===== config.mk =====
export PLATFORM = sky130hd
export DESIGN_NAME = alu_exec_ctrl
export DESIGN_NICKNAME = d
export VERILOG_FILES = /design/src/rtl/alu_exec_ctrl.sv
export SDC_FILE = /design/constraint.sdc
export NUM_CORES = 1
export LEC_CHECK = 0
export CAP_MARGIN = 30
export CORE_MARGIN = 1.5
export CORE_UTILIZATION = 60
export DETAILED_ROUTE_END_ITERATION = 10
export PLACE_DENSITY = 0.86
export SYNTH_ARGS = -nofsm -noshare
export SYNTH_HDL_FRONTEND = slang
export SYNTH_SLANG_ARGS = --single-unit

===== constraint.sdc =====
create_clock -name clk -period 5.5 [get_ports clk]
set_input_delay 1.375 -clock clk [delete_from_list [all_inputs] [get_ports clk]]
set_output_delay 1.375 -clock clk [all_outputs]
set_load 0.005 [all_outputs]

===== src/rtl/alu_exec_ctrl.sv =====
// alu_exec_ctrl - multi-cycle execute controller in front of a combinational ALU.
//
// Owns the general register file and the 5-bit PSR {N,Z,F,L,C}. Each instruction
// runs IDLE -> DECODE -> EXEC -> WB (4 cycles). In DECODE the instruction is
// turned into the ALU opcode and A/B operands. In EXEC the ALU result and flags
// are captured. In WB Rdest and the PSR are updated.
//
// Ports:
//   clk, rst_n            clock (rising edge), async active-low reset
//   instr, instr_valid    instruction in; instr_ready is high only in IDLE
//   ld_en/ld_addr/ld_data register preload, honoured only in IDLE
//   dbg_addr/dbg_data     combinational register read port
//   alu_a/alu_b/alu_opcode/alu_cin   registered operands to the ALU
//   alu_c/alu_flags       ALU result and flags {N,Z,F,L,C}
//   psr                   processor status register
//   done, illegal         one-cycle pulses during WB
module alu_exec_ctrl #(
  parameter int NUM_REGS = 16,
  parameter int DATA_W   = 16
) (
  input  logic              clk,
  input  logic              rst_n,
  input  logic [15:0]       instr,
  input  logic              instr_valid,
  output logic              instr_ready,
  input  logic              ld_en,
  input  logic [3:0]        ld_addr,
  input  logic [DATA_W-1:0] ld_data,
  input  logic [3:0]        dbg_addr,
  output logic [DATA_W-1:0] dbg_data,
  output logic [DATA_W-1:0] alu_a,
  output logic [DATA_W-1:0] alu_b,
  output logic [7:0]        alu_opcode,
  output logic              alu_cin,
  input  logic [DATA_W-1:0] alu_c,
  input  logic [4:0]        alu_flags,
  output logic [4:0]        psr,
  output logic              done,
  output logic              illegal
);

  localparam logic [1:0] S_IDLE   = 2'd0;
  localparam logic [1:0] S_DECODE = 2'd1;
  localparam logic [1:0] S_EXEC   = 2'd2;
  localparam logic [1:0] S_WB     = 2'd3;

  logic [1:0]        state_q, state_d;
  logic [15:0]       instr_q, instr_d;
  logic [DATA_W-1:0] rf_q [NUM_REGS];
  logic [DATA_W-1:0] rf_d [NUM_REGS];
  logic [4:0]        psr_q, psr_d;
  logic [DATA_W-1:0] alu_a_q, alu_a_d;
  logic [DATA_W-1:0] alu_b_q, alu_b_d;
  logic [7:0]        alu_opcode_q, alu_opcode_d;
  logic              ill_q, ill_d;
  logic [DATA_W-1:0] c_q, c_d;
  logic [4:0]        flags_q, flags_d;

  // decode of the latched instruction
  logic [3:0]        op, ext, rdest, rsrc;
  logic [7:0]        dec_opcode;
  logic [DATA_W-1:0] dec_b;
  logic              dec_ill;

  logic              accept, is_nop, is_cmp, wb_write, wb_psr;

  assign op    = instr_q[15:12];
  assign rdest = instr_q[11:8];
  assign ext   = instr_q[7:4];
  assign rsrc  = instr_q[3:0];

  always_comb begin
    dec_opcode = {op, ext};
    dec_b      = rf_q[rsrc];
    dec_ill    = 1'b0;
    case (op)
      4'b0000: begin
        case (ext)
          4'b0001, 4'b0010, 4'b0011, 4'b0100, 4'b0101, 4'b0110,
          4'b0111, 4'b1000, 4'b1001, 4'b1011, 4'b1111: dec_ill = 1'b0;
          // ext=0000 is only the canonical all-zero NOP; a stray Rdest/Rsrc
          // with ext=0000 is treated as an undecodable instruction.
          4'b0000: dec_ill = (instr_q != 16'h0000);
          default: dec_ill = 1'b1;
        endcase
      end
      4'b1000: begin
        if (ext == 4'b0100)
          dec_b = rf_q[rsrc];
        else if (ext[3:1] == 3'b000)
          dec_b = {{(DATA_W-4){1'b0}}, instr_q[3:0]};
        else
          dec_ill = 1'b1;
      end
      4'b0101, 4'b0111, 4'b1001, 4'b1011:
        dec_b = {{(DATA_W-8){instr_q[7]}}, instr_q[7:0]};
      4'b0110, 4'b1101, 4'b1110:
        dec_b = {{(DATA_W-8){1'b0}}, instr_q[7:0]};
      default: dec_ill = 1'b1;
    endcase
  end

  assign accept = (state_q == S_IDLE) && instr_valid;

  // compare-class results only feed the PSR, never a register
  assign is_nop   = (alu_opcode_q == 8'h00);
  assign is_cmp   = (alu_opcode_q == 8'h0B) || (alu_opcode_q == 8'h0F) ||
                    (alu_opcode_q[7:4] == 4'hB) || (alu_opcode_q[7:4] == 4'hE);
  assign wb_psr   = (state_q == S_WB) && !ill_q && !is_nop;
  assign wb_write = wb_psr && !is_cmp;

  always_comb begin
    state_d      = state_q;
    instr_d      = instr_q;
    psr_d        = psr_q;
    alu_a_d      = alu_a_q;
    alu_b_d      = alu_b_q;
    alu_opcode_d = alu_opcode_q;
    ill_d        = ill_q;
    c_d          = c_q;
    flags_d      = flags_q;
    for (int i = 0; i < NUM_REGS; i++) rf_d[i] = rf_q[i];

    case (state_q)
      S_IDLE: begin
        // preload lands on the accept edge; operands are read a cycle later
        if (ld_en) rf_d[ld_addr] = ld_data;
        if (accept) begin
          instr_d = instr;
          state_d = S_DECODE;
        end
      end
      S_DECODE: begin
        alu_opcode_d = dec_opcode;
        alu_a_d      = rf_q[rdest];
        alu_b_d      = dec_b;
        ill_d        = dec_ill;
        state_d      = S_EXEC;
      end
      S_EXEC: begin
        c_d     = alu_c;
        flags_d = alu_flags;
        state_d = S_WB;
      end
      default: begin
        if (wb_write) rf_d[rdest] = c_q;
        if (wb_psr)   psr_d = flags_q;
        state_d = S_IDLE;
      end
    endcase
  end

  always_ff @(posedge clk or negedge rst_n) begin
    if (!rst_n) begin
      state_q      <= S_IDLE;
      instr_q      <= '0;
      psr_q        <= '0;
      alu_a_q      <= '0;
      alu_b_q      <= '0;
      alu_opcode_q <= '0;
      ill_q        <= 1'b0;
      c_q          <= '0;
      flags_q      <= '0;
      for (int i = 0; i < NUM_REGS; i++) rf_q[i] <= '0;
    end else begin
      state_q      <= state_d;
      instr_q      <= instr_d;
      psr_q        <= psr_d;
      alu_a_q      <= alu_a_d;
      alu_b_q      <= alu_b_d;
      alu_opcode_q <= alu_opcode_d;
      ill_q        <= ill_d;
      c_q          <= c_d;
      flags_q      <= flags_d;
      for (int i = 0; i < NUM_REGS; i++) rf_q[i] <= rf_d[i];
    end
  end

  assign instr_ready = (state_q == S_IDLE);
  assign dbg_data    = rf_q[dbg_addr];
  assign alu_a       = alu_a_q;
  assign alu_b       = alu_b_q;
  assign alu_opcode  = alu_opcode_q;
  assign alu_cin     = psr_q[0];
  assign psr         = psr_q;
  assign done        = (state_q == S_WB);
  assign illegal     = (state_q == S_WB) && ill_q;

endmodule


# Word-level counts from Yosys, hierarchy flattened
# Index checks and enable logic that the tools add are counted.
# word_totals
register_bits	341
latchBits	0
mem_bits_rw	0
romBits	0
inputBits	65
out_inout_bits	65
word_cells	121
n_memories	0
# op_classes
addsub	0
multipliers	0
div	0
n_lt_le_gt_ge	6
n_eq_ne	28
n_shift	0
muxes	27
bitwise_logic	6
reduce_logical	29
# op_table
operator	count
256-bit bitwise mux	2
256-bit two-way mux	2
256-bit case mux with 2 select lines	1
16-bit binary-select mux with 4-bit select	3
16-bit two-way mux	10
16-bit demux with 4-bit select	2
16-bit case mux with 3 select lines	1
4-bit == test, second input constant	11
4-bit by 3-bit == test with 1-bit output, second input constant	7
5-bit greater-or-equal comparator, second input constant	4
4-bit NOT with 5-bit output	4
8-bit by 4-bit == test with 1-bit output, second input constant	2
16-bit nonzero test	1
11-bit OR reduction	1
5-bit by 1-bit < comparator with 1-bit output, second input constant	2
4-bit by 2-bit == test with 1-bit output, second input constant	2
4-bit logical NOT	2
8-bit logical NOT	1
1-bit logical AND	7
7-bit OR reduction	1
2-bit case mux with 3 select lines	1
3-bit OR reduction	2
2-bit == test, second input constant	2
4-bit by 1-bit == test with 1-bit output, second input constant	1
other kinds (16)	24

# Logic depth before layout (Yosys ltp)
# Gate-level depths: netlist (run 1).
# logic_depth
ltp_word	8
ltp_mapped	11
depth_no_buf	7

# Worst setup path after synthesis (run 1)
# Ideal clock, no wire load.
# synth_timing
path_type	input to output
start	input port dbg_addr[0]
end	output port dbg_data[10]
arrival_time_ns	3.153
required_time_ns	4.125
setup_slack_ns	0.972
stages	4
path_buffers	2
path_cell_list	buf_2 buf_1 mux4_2 mux4_2
# synth_between
elab_chain_cells	4
# synth_rtl
element	line	rtl
from (decl)	29	input logic [3:0] dbg_addr,
4-bit NOT with 5-bit output (implied by the code)	180	assign dbg_data = rf_q[dbg_addr];
16-bit binary-select mux with 4-bit select	180	
16-bit two-way mux (implied by the code) (2 in series)	180	
to (decl)	30	output logic [DATA_W-1:0] dbg_data,
# Every way passes these cells. The select of a mux whose other input is x is not followed.

# Worst setup path after layout (run 1)
# layout_timing
start	input port dbg_addr[0]
end	output port dbg_data[11]
# Same word-level chain as after synthesis.

==> results.toml, run 1 <==
[setup_path]
cp-endpoint = "dbg_data[11]"
cp_data_arrival_time_ns = 3.63
critical_path_class = "input port to output pin"
cp-startpoint = "dbg_addr[0]"
timing.rr.start = "instr_q[9]"
reg2reg_depth = 6
crit_fanout = 28
timing.reg2reg.setup_slack_ns = 1.70
r2r-end = "rf_q[155]"
end_kind = "output pin"
critical_path.startpoint_type = "input port"
critPathRequiredTime_ns = 4.12

[synthesis]
synth_most_common_cell = "dfrtp_1"
synth_cell_types = 55
synth_cells = 1842
syn-num-nets = 1911
yosysTopAreaCell = "dfrtp_1"
synth_seq_cells = 341
synth_edf_count = 0
ys_seq_area_frac = 0.385
yosys-top-cells-area = "dfrtp_1 39%, mux4_2 21%, mux2_2 11%"
yosysWarnings = 0
synth_area_sq_um = 22200
synth_top_cell_area_share = 0.385
syn_avg_cell_area_sq_um = 12.0
synthTopCellsByCount = "341 x dfrtp_1, 274 x nand2_1, 244 x o21ai_0"
synthArstFlopShare = 1.00
ys.flop_type = "dfrtp_1"

[power]
cellPowerDensity_nw_per_um2 = 448
ir_worst_vdd_uv = 329
power_frac_seq = 0.368
intPower_uw = 6600
power_switching_share = 0.411
clockPowerShare = 0.234
p_sw_uw = 4600
leakage_uw = 0.0102
p_comb_frac = 0.398
power_uw = 11200

[global_routing]
grt_use_total = 0.428
first_global_vias = 19400
antenna_found_initial = 7
grt_pass1_wl_um = 120000
grt-ovfl-total = 0
grt_max_degree = 105

[sta]
finalSetupTns_ns = 0
final_hold_viol_count = 0
slew_headroom = 0.273
drv_slew = 0
period_needed_ns = 5.00
finalCritPeriodShare = 0.909
max_freq_mhz = 200
grt_setup_unrepaired = "false"
worst_pin_slew_ns = 1.09
setup_viol = 0
fin_skew_ns = 0.0203

[routing]
ant_nets = 0
via_count = 19000
first_pass_iters = 8
drt_iter0_drc = 3175
drc = 0
wl_per_cell_um = 33.8
drt_wl_total_um = 80200
viasPerCell = 8.02

[clock_tree]
clockRootBuffer = "clkbuf_16"
cts_max_path_buffers = 3
cts.repair.resized = 0
cts_setup_buffers = 0
clock-sinks = 341
cts_buffers = 37
cts_tree = "done"
clk_pin_slew_ns = 0.06
cts_hold_buffers = 0
clk_latency_ns = 0.55
ctsHtreeMaxLevel = 2

[die]
die_w_um = 195
dieArea_sq_um = 38100
core_region_area_sq_um = 36400
initial_core_util = 0.608
num_io_pins = 130
die_h_um = 195
placementRows = 70

[job]
drv_cap = 0

[layout]
area_growth_pct = 12.9
nets = 1939
seqCellArea_sq_um = 8550
fin_util = 0.686
drive_gt1_frac = 0.328
n_fill_cell = 2341
multi_input_area_sq_um = 12700

[min_path]
hold_path.class = "register to register"
min_from = "alu_b[2]"

[place]
numPortBuffers = 129
routabilityCongestion = 0.960
hpwl_um = 47700

[run_status]
outcome = "completed"
area by class of cell:
| type | instances | area share |
|---|---|---|
| clock buffer | 56 | 0.0447 |
| clock inverter | 10 | 0.00545 |
| inverter | 16 | 0.00240 |
| antenna | 4 | 0.000400 |
| tap | 468 | 0.0234 |
| timing repair buffer | 182 | 0.0734 |
| sequential | 341 | 0.342 |
| multi-input combinational | 1292 | 0.509 |
flip-flops by register name, indices dropped and copies added, names as in the netlist:
register / flops
rf_q: 256
instr_q: 16
state_q: 2
alu_opcode: 8
c_q: 16
alu_a: 16
alu_b: 16
psr: 5
flags_q: 5
ill_q: 1
power by group through the flow:
stage / sequential [uW] / combinational (uW) / clock (uW)
final: 4120 / 4460 / 2620
after global routing: 4180 / 4610 / 2700
after CTS: 4060 / 4300 / 2600
after detailed placement: 4080 / 4260 / 0
after global placement: 4140 / 3970 / 0
after floorplan: 3360 / 3320 / 0
worst min-delay path by stage:
| stage | cells past startpoint | slack, ns | to |
|---|---|---|---|
| after floorplan | 1 | 0.47 | alu_b[2] |
| after global placement | 1 | 0.49 | psr[4] |
| after detailed placement | 1 | 0.48 | alu_b[2] |
| after CTS | 1 | 0.49 | alu_b[2] |
| after global routing | 1 | 0.51 | alu_b[2] |
| final | 1 | 0.49 | alu_b[2] |
routing by layer:
metal  part of all wire  GRT usage
met2               0.42      0.602
met4               0.10      0.328
met3               0.17      0.202
met1               0.31      0.509
met5            0.00019          0
worst max-delay path, cell delays in order:
cell	delay, ns
buf_4	0.25
buf_12	0.27
mux4_2	0.62
mux4_2	0.55
clkdlybuf4s50_1	0.53
cell usage in the layout (no fill, tap or decap), types with 15 or more instances in the layout:
cell type	count
a31oi_1	18
nor2_1	15
nand2_1	274
mux2_1	60
a22oi_1	17
mux2_4	40
mux2i_1	35
a221o_1	15
o2bb2ai_1	16
clkbuf_16	37
mux4_2	210
nor3_1	19
inv_1	15
buf_4	42
dfrtp_1	336
mux2_2	219
clkdlybuf4s50_1	126
o21ai_0	244
cell families after synthesis:
family / Yosys count / share of synthesized area
flip-flops: 341 / 0.385
AO/OA/AOI/OAI: 350 / 0.0934
buffers and inverters: 209 / 0.0429
AND/OR/NAND/NOR: 372 / 0.0772
adder cells (fa/ha/maj): 4 / 0.00226
multiplexers: 564 / 0.398
XOR/XNOR: 2 / 0.000791
stage by stage:
step	cell area (sq um)	cells	hold WS [ns]	setup slack, ns
floorplan	22200	1842	0.474	0.972
global placement	23600	2292	0.486	0.638
detailed placement	23700	2297	0.476	0.627
CTS	24900	2363	0.489	0.585
global route	25000	2365	0.515	0.450
finish	25000	2369	0.487	0.498
(Power assumes the default switching activity.)
==> run 2: changes to the inputs <==
--- a/config.mk
+++ b/config.mk
@@ -9,6 +9,7 @@
 export CORE_MARGIN = 1.5
 export CORE_UTILIZATION = 60
 export DETAILED_ROUTE_END_ITERATION = 10
+export GPL_ROUTABILITY_DRIVEN = 0
 export PLACE_DENSITY = 0.86
 export SYNTH_ARGS = -nofsm -noshare
 export SYNTH_HDL_FRONTEND = slang
==> results.toml, run 2 (same netlist as run 1, synthesis figures left out) <==
[run_status]
outcome = "complete, but fails checks"
violations = "design-rule violations"

[clock_tree]
cts_hold_buffers = 0
cts_buffers = 35
ctsHtreeMaxLevel = 2
cts_max_path_buffers = 3
cts_tree = "done"
cts_setup_buffers = 0
cts.repair.resized = 0
clk_latency_ns = 0.56
clock-sinks = 341
clk_pin_slew_ns = 0.05
clockRootBuffer = "clkbuf_16"

[sta]
period_needed_ns = 5.02
fin_skew_ns = 0.0305
final_hold_viol_count = 0
drv_slew = 0
finalSetupTns_ns = 0
worst_pin_slew_ns = 1.17
setup_viol = 0
slew_headroom = 0.217
max_freq_mhz = 199
finalCritPeriodShare = 0.912
grt_setup_unrepaired = "false"

[global_routing]
grt_max_degree = 131
first_global_vias = 19300
grt_pass1_wl_um = 121000
antenna_found_initial = 3
grt-ovfl-total = 0
grt_use_total = 0.429

[routing]
drt_wl_total_um = 80400
viasPerCell = 7.99
via_count = 18900
ant_nets = 0
first_pass_iters = 11
drt_iter0_drc = 3388
wl_per_cell_um = 34.1
drc = 4

[die]
dieArea_sq_um = 38100
core_region_area_sq_um = 36400
initial_core_util = 0.608
die_w_um = 195
num_io_pins = 130
die_h_um = 195
placementRows = 70

[layout]
antenna_cells = 0
largest_register_ffs = 256
n_fill_cell = 2337
multi_input_area_sq_um = 12700
area_growth_pct = 12.4
regMostFlops = "rf_q"
fin_util = 0.684
layout.cells.non_filler = 2360
nets = 1938
seqCellArea_sq_um = 8550
final_cell_mix = "336 x dfrtp_1, 274 x nand2_1, 244 x o21ai_0, 219 x mux2_2, 210 x mux4_2"
drive_gt1_frac = 0.326
layout_commonest_cell = "dfrtp_1"

[min_path]
hold_path.class = "register to register"

[power]
power_uw = 11100
leakage_uw = 0.0101
ir_worst_vdd_uv = 262
cellPowerDensity_nw_per_um2 = 445

[job]
drv_cap = 0

[setup_path]
critPathRequiredTime_ns = 4.12
cp_data_arrival_time_ns = 3.64
critical_path.startpoint_type = "input port"
end_kind = "output pin"
crit_fanout = 27
critical_path_class = "input port to output pin"

[place]
numPortBuffers = 129
placed_cells = 2295
hpwl_um = 47700
-- run 2: cell types whose count changed in the layout (fill, tap and decap cells not counted), moves of 2 or more --
cell      change
clkbuf_8      -4
diode_2       -4
inv_6         -2
buf_16        -2
buf_12        +2
buf_8         +3
-- run 2: per-layer routing --
metal | GRT usage | vias to the layer above | part of all wire
met5 | 0.00639 | - | 0.00034
met4 | 0.341 | 4 | 0.10
met2 | 0.587 | 1968 | 0.41
li1 | - | 7008 | -
met1 | 0.509 | 9206 | 0.31
met3 | 0.217 | 671 | 0.18
-- run 2: stage by stage --
step / setup WS (ns) / hold slack [ns] / area, sq um
3_3_place_gp: 0.623 / 0.487 / 23600
5_1_grt: 0.459 / 0.530 / 24900
2_1_floorplan: 0.972 / 0.474 / 22200
6_report: 0.482 / 0.501 / 24900
4_1_cts: 0.581 / 0.506 / 24800
3_5_place_dp: 0.585 / 0.494 / 23700
-- run 2: where the power goes --
| group | leakage [uW] | total (uW) | internal (uW) | switching [uW] |
|---|---|---|---|---|
| Combinational | 0.00495 | 4460 | 2040 | 2420 |
| Sequential | 0.00460 | 4130 | 3030 | 1100 |
| Clock | 0.000567 | 2490 | 1430 | 1070 |
-- run 2: layout make-up --
class | count | share of cell area
Multi-Input combinational cell | 1292 | 0.511
Sequential cell | 341 | 0.343
Timing Repair Buffer | 183 | 0.0741
Clock buffer | 53 | 0.0428
Tap cell | 468 | 0.0235
Clock inverter | 7 | 0.00352
Inverter | 16 | 0.00241
-- run 2: worst paths after layout --
kind / startpoint / end / slack, ns / cells past startpoint
max in group asynchronous: rst_n / c_q[12] / 3.28 / 2
min in group asynchronous: rst_n / rf_q[0] / 0.91 / 1
worst min-delay path: flags_q[4] / psr[4] / 0.50 / 1
worst max register to register: state_q[0] / rf_q[208] / 1.78 / 10
worst max-delay path: dbg_addr[0] / dbg_data[14] / 0.48 / 5
worst min register to register: flags_q[4] / psr[4] / 0.50 / 1
-- run 2: critical path: stages --
cell	delay (ns)
buf_4	0.27
buf_12	0.28
mux4_2	0.54
mux4_2	0.59
clkdlybuf4s50_1	0.53
